==> config.mk <==
export PLATFORM = sky130hd
export DESIGN_NAME = mem_access_ctrl_flat
export DESIGN_NICKNAME = d
export VERILOG_FILES = /design/src/rtl/mem_access_ctrl_pkg.sv /design/src/rtl/mem_access_ctrl_if.sv /design/src/rtl/mem_access_ctrl_load_extend.sv /design/src/rtl/mem_access_ctrl.sv /design/src/flat_wrapper.sv
export SDC_FILE = /design/constraint.sdc
export NUM_CORES = 1
export LEC_CHECK = 0
export BUFFER_PORTS_ARGS = -buffer_cell sky130_fd_sc_hd__buf_2
export CORE_MARGIN = 2
export CORE_UTILIZATION = 25
export CTS_CLUSTER_DIAMETER = 150
export CTS_CLUSTER_SIZE = 8
export DETAILED_ROUTE_END_ITERATION = 10
export GPL_ROUTABILITY_DRIVEN = 0
export HOLD_SLACK_MARGIN = 0.05
export PLACE_DENSITY_LB_ADDON = 0.3
export SLEW_MARGIN = 30
export SYNTH_ARGS = -nofsm -noshare
export SYNTH_HDL_FRONTEND = slang
export SYNTH_HIERARCHICAL = 1
export SYNTH_SLANG_ARGS = --single-unit
==> constraint.sdc <==
create_clock -name clk -period 3.6 [get_ports clk]
set_input_delay 0.54 -clock clk [delete_from_list [all_inputs] [get_ports clk]]
set_output_delay 0.54 -clock clk [all_outputs]
set_load 0.1 [all_outputs]
==> src/rtl/mem_access_ctrl_pkg.sv <==
`default_nettype none
// ----------------------------------------------------------------------------
// Package : mem_pkg
// Shared funct3 codes, FSM state type and access-size helper for the
// MEM-stage load/store sequencer.
// Rev     : 1.0
// ----------------------------------------------------------------------------
package mem_pkg;

  localparam logic [2:0] F3_B  = 3'b000;
  localparam logic [2:0] F3_H  = 3'b001;
  localparam logic [2:0] F3_W  = 3'b010;
  localparam logic [2:0] F3_BU = 3'b100;
  localparam logic [2:0] F3_HU = 3'b101;

  typedef enum logic [1:0] {
    IDLE   = 2'd0,
    ACCESS = 2'd1,
    RESP   = 2'd2
  } state_t;

  function automatic logic [2:0] size_of(input logic [2:0] f3);
    case (f3)
      F3_H, F3_HU: size_of = 3'd2;
      F3_W:        size_of = 3'd4;
      default:     size_of = 3'd1;
    endcase
  endfunction

endpackage
`default_nettype wire

==> src/rtl/mem_access_ctrl_if.sv <==
`default_nettype none
// ----------------------------------------------------------------------------
// Interface : mem_access_ctrl_if
// EX request / WB response handshake bundle of the MEM-stage sequencer.
// Rev       : 1.0
// ----------------------------------------------------------------------------
interface mem_access_ctrl_if;
  logic        req_valid;
  logic        req_ready;
  logic        req_we;
  logic [2:0]  req_funct3;
  logic [31:0] req_addr;
  logic [31:0] req_wdata;
  logic        resp_valid;
  logic        resp_ready;
  logic [31:0] resp_rdata;
  logic        resp_fault;

  modport master (
    output req_valid, req_we, req_funct3, req_addr, req_wdata, resp_ready,
    input  req_ready, resp_valid, resp_rdata, resp_fault
  );

  modport slave (
    input  req_valid, req_we, req_funct3, req_addr, req_wdata, resp_ready,
    output req_ready, resp_valid, resp_rdata, resp_fault
  );
endinterface
`default_nettype wire

==> src/rtl/mem_access_ctrl_load_extend.sv <==
`default_nettype none
// ----------------------------------------------------------------------------
// Module : load_extend
// Sign/zero-extends assembled load data according to the load funct3.
// Rev    : 1.0
// ----------------------------------------------------------------------------
module load_extend
  import mem_pkg::*;
(
  input  logic [31:0] i_data,
  input  logic [2:0]  i_funct3,
  output logic [31:0] o_data
);

  always_comb begin
    o_data = i_data;
    case (i_funct3)
      F3_B:    o_data = {{24{i_data[7]}}, i_data[7:0]};
      F3_H:    o_data = {{16{i_data[15]}}, i_data[15:0]};
      F3_BU:   o_data = {24'd0, i_data[7:0]};
      F3_HU:   o_data = {16'd0, i_data[15:0]};
      default: o_data = i_data;
    endcase
  end

endmodule
`default_nettype wire

==> src/rtl/mem_access_ctrl.sv <==
`default_nettype none
// ----------------------------------------------------------------------------
// Module : mem_access_ctrl
// MEM-stage load/store sequencer: range/format checks, misaligned byte split,
// load extension and EX/WB handshakes in front of the data RAM.
// Rev    : 1.0
// ----------------------------------------------------------------------------
module mem_access_ctrl
  import mem_pkg::*;
#(
  parameter logic [31:0] ADDR_LIMIT  = 32'd40,
  parameter bit          MISALIGN_EN = 1'b1
) (
  input  logic               clk,
  input  logic               reset,
  input  logic               flush,
  mem_access_ctrl_if.slave   bus,
  output logic               ram_we,
  output logic               ram_half_en,
  output logic               ram_byte_en,
  output logic [2:0]         ram_funct3,
  output logic [31:0]        ram_addr,
  output logic [31:0]        ram_wdata,
  input  logic [31:0]        ram_rdata
);

  state_t      r_state, w_state_nxt;
  logic        r_we, r_split, r_fault, r_drop;
  logic [2:0]  r_f3;
  logic [1:0]  r_cnt;
  logic [31:0] r_addr, r_wdata, r_asm, r_rdata;

  logic        w_accept, w_f3_ok, w_oor, w_mis, w_fault, w_last_byte;
  logic [2:0]  w_size, w_rsize;
  logic [1:0]  w_cnt_last;
  logic [32:0] w_end;
  logic [31:0] w_asm_nxt, w_ext_src, w_ext;

  assign w_accept = bus.req_valid && (r_state == IDLE) && !flush;
  assign w_size   = size_of(bus.req_funct3);

  always_comb begin
    w_f3_ok = 1'b0;
    case (bus.req_funct3)
      F3_B, F3_H, F3_W: w_f3_ok = 1'b1;
      F3_BU, F3_HU:     w_f3_ok = !bus.req_we;
      default:          w_f3_ok = 1'b0;
    endcase
  end

  // 33-bit end address so wrap past 2^32 lands out of range
  assign w_end   = {1'b0, bus.req_addr} + {30'd0, w_size} - 33'd1;
  assign w_oor   = w_end >= {1'b0, ADDR_LIMIT};
  assign w_mis   = ((w_size == 3'd2) && bus.req_addr[0]) ||
                   ((w_size == 3'd4) && (bus.req_addr[1:0] != 2'b00));
  assign w_fault = !w_f3_ok || w_oor || (w_mis && !MISALIGN_EN);

  assign w_rsize     = size_of(r_f3);
  assign w_cnt_last  = w_rsize[1:0] - 2'd1;
  assign w_last_byte = !r_split || (r_cnt == w_cnt_last);

  always_comb begin
    w_asm_nxt = r_asm;
    w_asm_nxt[{r_cnt, 3'b000} +: 8] = ram_rdata[7:0];
  end

  assign w_ext_src = r_split ? w_asm_nxt : ram_rdata;

  load_extend u_ext (
    .i_data   (w_ext_src),
    .i_funct3 (r_f3),
    .o_data   (w_ext)
  );

  always_ff @(posedge clk or negedge reset) begin
    if (!reset) r_state <= IDLE;
    else        r_state <= w_state_nxt;
  end

  always_comb begin
    w_state_nxt = r_state;
    case (r_state)
      IDLE:   if (w_accept) w_state_nxt = w_fault ? RESP : ACCESS;
      // stores always complete every byte; only loads abort mid-access
      ACCESS: if (!r_we && flush)  w_state_nxt = IDLE;
              else if (w_last_byte) w_state_nxt = (r_we && (r_drop || flush)) ? IDLE : RESP;
      RESP:   if (flush || bus.resp_ready) w_state_nxt = IDLE;
      default: w_state_nxt = IDLE;
    endcase
  end

  always_ff @(posedge clk or negedge reset) begin
    if (!reset) begin
      r_we    <= 1'b0;
      r_f3    <= F3_W;
      r_addr  <= 32'd0;
      r_wdata <= 32'd0;
      r_split <= 1'b0;
      r_cnt   <= 2'd0;
      r_asm   <= 32'd0;
      r_drop  <= 1'b0;
      r_fault <= 1'b0;
      r_rdata <= 32'd0;
    end else if (w_accept) begin
      r_we    <= bus.req_we;
      r_f3    <= bus.req_funct3;
      r_addr  <= bus.req_addr;
      r_wdata <= bus.req_wdata;
      r_split <= w_mis && !w_fault;
      r_cnt   <= 2'd0;
      r_asm   <= 32'd0;
      r_drop  <= 1'b0;
      r_fault <= w_fault;
      r_rdata <= 32'd0;
    end else if (r_state == ACCESS) begin
      if (flush) r_drop <= 1'b1;
      if (r_split) begin
        r_asm <= w_asm_nxt;
        r_cnt <= r_cnt + 2'd1;
      end
      if (w_last_byte && !r_we) r_rdata <= w_ext;
    end
  end

  always_comb begin
    ram_we      = 1'b0;
    ram_half_en = 1'b0;
    ram_byte_en = 1'b0;
    ram_funct3  = r_split ? F3_BU : r_f3;
    ram_addr    = r_addr + {30'd0, r_cnt};
    ram_wdata   = r_split ? {24'd0, r_wdata[{r_cnt, 3'b000} +: 8]} : r_wdata;
    if (r_state == ACCESS && r_we) begin
      ram_we      = 1'b1;
      ram_half_en = !r_split && (r_f3 == F3_H);
      ram_byte_en = r_split || (r_f3 == F3_B);
    end
  end

  assign bus.req_ready  = (r_state == IDLE);
  assign bus.resp_valid = (r_state == RESP);
  assign bus.resp_rdata = r_rdata;
  assign bus.resp_fault = r_fault;

endmodule
`default_nettype wire

==> src/flat_wrapper.sv <==
// flat-port wrapper written by rule: the top's interface ports become plain ports
module mem_access_ctrl_flat import mem_pkg::*;
#(
  parameter logic [31:0] ADDR_LIMIT  = 32'd40,
  parameter bit          MISALIGN_EN = 1'b1
)
  (clk, reset, flush, ram_we, ram_half_en, ram_byte_en, ram_funct3, ram_addr, ram_wdata, ram_rdata, bus_req_valid, bus_req_we, bus_req_funct3, bus_req_addr, bus_req_wdata, bus_resp_ready, bus_req_ready, bus_resp_valid, bus_resp_rdata, bus_resp_fault);
  mem_access_ctrl_if bus_i ();
  input  logic clk;
  input  logic reset;
  input  logic flush;
  output logic ram_we;
  output logic ram_half_en;
  output logic ram_byte_en;
  output logic [2:0] ram_funct3;
  output logic [31:0] ram_addr;
  output logic [31:0] ram_wdata;
  input  logic [31:0] ram_rdata;
  input wire logic [$bits(bus_i.req_valid)-1:0] bus_req_valid;
  input wire logic [$bits(bus_i.req_we)-1:0] bus_req_we;
  input wire logic [$bits(bus_i.req_funct3)-1:0] bus_req_funct3;
  input wire logic [$bits(bus_i.req_addr)-1:0] bus_req_addr;
  input wire logic [$bits(bus_i.req_wdata)-1:0] bus_req_wdata;
  input wire logic [$bits(bus_i.resp_ready)-1:0] bus_resp_ready;
  output wire logic [$bits(bus_i.req_ready)-1:0] bus_req_ready;
  output wire logic [$bits(bus_i.resp_valid)-1:0] bus_resp_valid;
  output wire logic [$bits(bus_i.resp_rdata)-1:0] bus_resp_rdata;
  output wire logic [$bits(bus_i.resp_fault)-1:0] bus_resp_fault;
  assign bus_i.req_valid = bus_req_valid;
  assign bus_i.req_we = bus_req_we;
  assign bus_i.req_funct3 = bus_req_funct3;
  assign bus_i.req_addr = bus_req_addr;
  assign bus_i.req_wdata = bus_req_wdata;
  assign bus_i.resp_ready = bus_resp_ready;
  assign bus_req_ready = bus_i.req_ready;
  assign bus_resp_valid = bus_i.resp_valid;
  assign bus_resp_rdata = bus_i.resp_rdata;
  assign bus_resp_fault = bus_i.resp_fault;
  mem_access_ctrl #(.ADDR_LIMIT(ADDR_LIMIT), .MISALIGN_EN(MISALIGN_EN)) u_core (.clk(clk), .reset(reset), .flush(flush), .bus(bus_i), .ram_we(ram_we), .ram_half_en(ram_half_en), .ram_byte_en(ram_byte_en), .ram_funct3(ram_funct3), .ram_addr(ram_addr), .ram_wdata(ram_wdata), .ram_rdata(ram_rdata));
endmodule
==> flow_summary.toml <==
[floorplanning]
die_w_um = 201
initial_utilization_pct = 25.3
placement_rows = 72
area_of_the_core_um2 = 38600
die_y_um = 201
io-pin-count = 210
die_area_um2 = 40500

[sta]
worst_slew_pin_slew_ps = 929
final.setup_skew_ps = 15.1
grt_setup_unrepaired = "yes"
finalWorstPathRequiredPeriod_ps = 3570
holdWs_ps = 67.9
timing.max_slew.rel_slack_pct = 38.1
final.period_utilization_pct = 99.0
tns_ps = 0
maxSlewViolCount = 0
timing.fmax_mhz = 280
finalWorstSetupSlack_ps = 34.5
setup-violations-final = 0
hold_viol = 0

[setup_path]
cp-start-kind = "input pin"
crit_end_category = "flip-flop"
cp_slowest_stage_delay_ps = 440
timing.rr.start = "u_core/r_cnt[0]"
cpMaxStageDelayCell = "or3b_4"
r2r_end = "u_core/bus.resp_rdata[25]"
reg2reg_depth = 11
worst_ep_arrival_time_ps = 3890
setup.worst_path.start = "bus_req_funct3[0]"
timing_worst_setup_path_type = "in2reg"
worstPathMaxFanout = 4
regToRegSetupSlack_ps = 640
cp_cell_sequence = "buf_6, or3b_4, nand2_4, ha_4, inv_4, ha_4, fa_2, a211oi_4, o21bai_4, o21a_1, or3_4, a211oi_2, nand4_1, nor4_2, nand4_1, buf_4, o2bb2ai_2"
cp_data_required_time_ps = 3930

[finish]
fin_nets = 1601
layout-area-overhead-vs-synth_pct = 32.3
layout_common_cells = "273 x nand2_1, 182 x buf_2, 136 x dfrtp_1, 114 x a21oi_1, 99 x o21ai_0"
non_filler_cells_in_the_finished_layout = 1986
drive_gt1_share_pct = 25.8
mostFrequentLayoutCell = "nand2_1"
multiInputGateArea_um2 = 6000
final_core_util_pct = 33.4
nFillCells = 4185
layout.area.seq_um2 = 3480
final_design_area_no_fill_um2 = 12900

[synthesis]
synth.largest_area_cell = "dfrtp_1"
postSynth.topFlopCell = "dfrtp_1"
synth_area_per_cell_um2 = 7.78
part_of_the_yosys_area_used_for_sequential_elements_pct = 35.7
synth.net_count = 1399
post_synth_instance_area_um2 = 9740
synthesis.instances = 1251
ys_warn_count = 6
synth_top_cell_area_share_pct = 35.5
postSynth.asyncResetShare_pct = 100
yosys_reg_bits = 139
yosysUniqueCellTypes = 73
post_synth_edffs = 0
yosys-top-cells-area = "dfrtp_1 35%, nand2_1 11%, a21oi_1 5.9%"

[clock_network]
h-tree-depth = 4
cts-root-buf = "clkbuf_16"
cts-buffers-inserted = 17
worstSkewPairLatency_ps = 440
path_clk_slew_ps = 70
clkSinkCount = 139
clockBufferDepth = 2
cts_tree = "built"

[place]
post_placement_cell_area_um2 = 12100
worst_setup_timing_slack_at_the_placement_stage_ps = -460
placedCellCount = 1948
place_hpwl_um = 26200
place.port_buffers = 209

[detailed_routing]
postRouteAntennaNets = 0
detail_route.vias_per_cell = 4.90
first_iter_violations = 747
dr.pass1.iters = 5
routed_wire_length_per_instance_um = 17.0
drt_drc_violations_left = 0
final_wl_um = 33800
dr_total_vias = 9739

[grt]
grt_pass1_vias = 9531
grt-ovfl-total = 0
pin_count_of_the_biggest_net_entering_global_routing = 60
grt_antenna_before_repair = 2
track_usage_pct = 16.5
grt_first_pass_wirelength_um = 52600

[run_status]
status = "finished, final reports clean"

[power]
leak_pwr_nw = 6.20
vdd_drop_max_uv = 317
overall_power_of_the_completed_layout_mw = 6.08
power-per-cell-area_nw_per_um2 = 472

[hold_path]
timing.hold.worst.class = "in2async"

[job]
max_cap_viol_count = 0
-- worst max-delay path by stage --
stage | to | slack (ps)
2_1_floorplan | ram_half_en | -120
3_3_place_gp | u_core/bus.resp_fault | -400
3_5_place_dp | u_core/r_state[1] | -460
4_1_cts | ram_addr[31] | 10
5_1_grt | u_core/r_state[1] | -120
6_report | u_core/r_state[1] | 30
-- cells by family after synthesis --
family                   share of synthesized area, %
adder cells (fa/ha/maj)                          5.68
XOR/XNOR                                         3.78
flip-flops                                       35.7
multiplexers                                     1.84
AO/OA/AOI/OAI                                    21.8
buffers and inverters                            6.50
AND/OR/NAND/NOR                                  24.6
-- worst max-delay path, delay by kind of cell --
kind	cells	cell delay, ps
AOI/OAI and AO/OA	5	1000
and+or+nand+nor	6	1370
buffers and inverters	3	320
adders and majority gates	3	660
-- state kept, by name, summed over array words and instances, names as in the netlist, 2 cells and up --
name	count
u_core/r_cnt	2
u_core/r_state	2
u_core/r_asm	32
u_core/r_f3	3
u_core/bus.resp_rdata	32
u_core/r_addr	32
u_core/r_wdata	32
-- synthesized netlist by cell type (3+ instances only) --
library cell,number
a211oi_1,6
mux2_2,12
buf_1,6
buf_2,7
clkbuf_1,53
a31oi_1,5
or2_2,3
o21bai_1,3
o22ai_1,8
o21ai_0,101
ha_1,41
a21boi_0,3
and2_1,4
nor3_1,6
nand2b_1,6
a22oi_1,3
and3_1,7
o211ai_1,10
nor4_1,7
nor2b_1,49
xor2_1,9
xnor2_1,33
clkbuf_2,9
mux2i_1,3
buf_4,9
nor2_1,73
o21a_1,9
and4_1,6
dfrtp_1,138
a21o_1,11
or3_1,8
nor4b_1,4
a22o_1,43
nand2_1,275
a21oi_1,115
nand3_1,47
inv_1,56
nand4_1,17
-- cell type report --
cell class | count | area share (%)
antenna | 2 | 0.0389
tap | 518 | 5.03
clock inverter | 15 | 1.38
clock buffer | 17 | 3.30
timing repair buffer | 271 | 14.9
multi-input combinational | 967 | 46.6
sequential | 139 | 27.0
inverter | 57 | 1.69
-- power breakdown --
part           switching, mW  total [mW]  leakage, nW  internal, mW
clock network          0.797        1.84        0.287          1.05
logic                   1.68        2.38         4.09         0.701
registers              0.166        1.86         1.82          1.69
total                   2.64        6.08         6.20          3.44
-- per-layer routing --
metal	GRT usage [%]	vias up	wire, um
met5	0	-	0
met1	21.3	4673	14800
li1	-	4725	-
met4	5.07	0	787
met2	27.6	291	16400
met3	3.39	50	1770
-- what timing repair did --
item	4_1_cts	5_1_grt
gates resized for setup	5	20
setup buffers	2	2
hold buffers	0	0
endpoints found under the setup margin	15	10
pin swaps	1	13
Power figures use the tool's default switching activity.
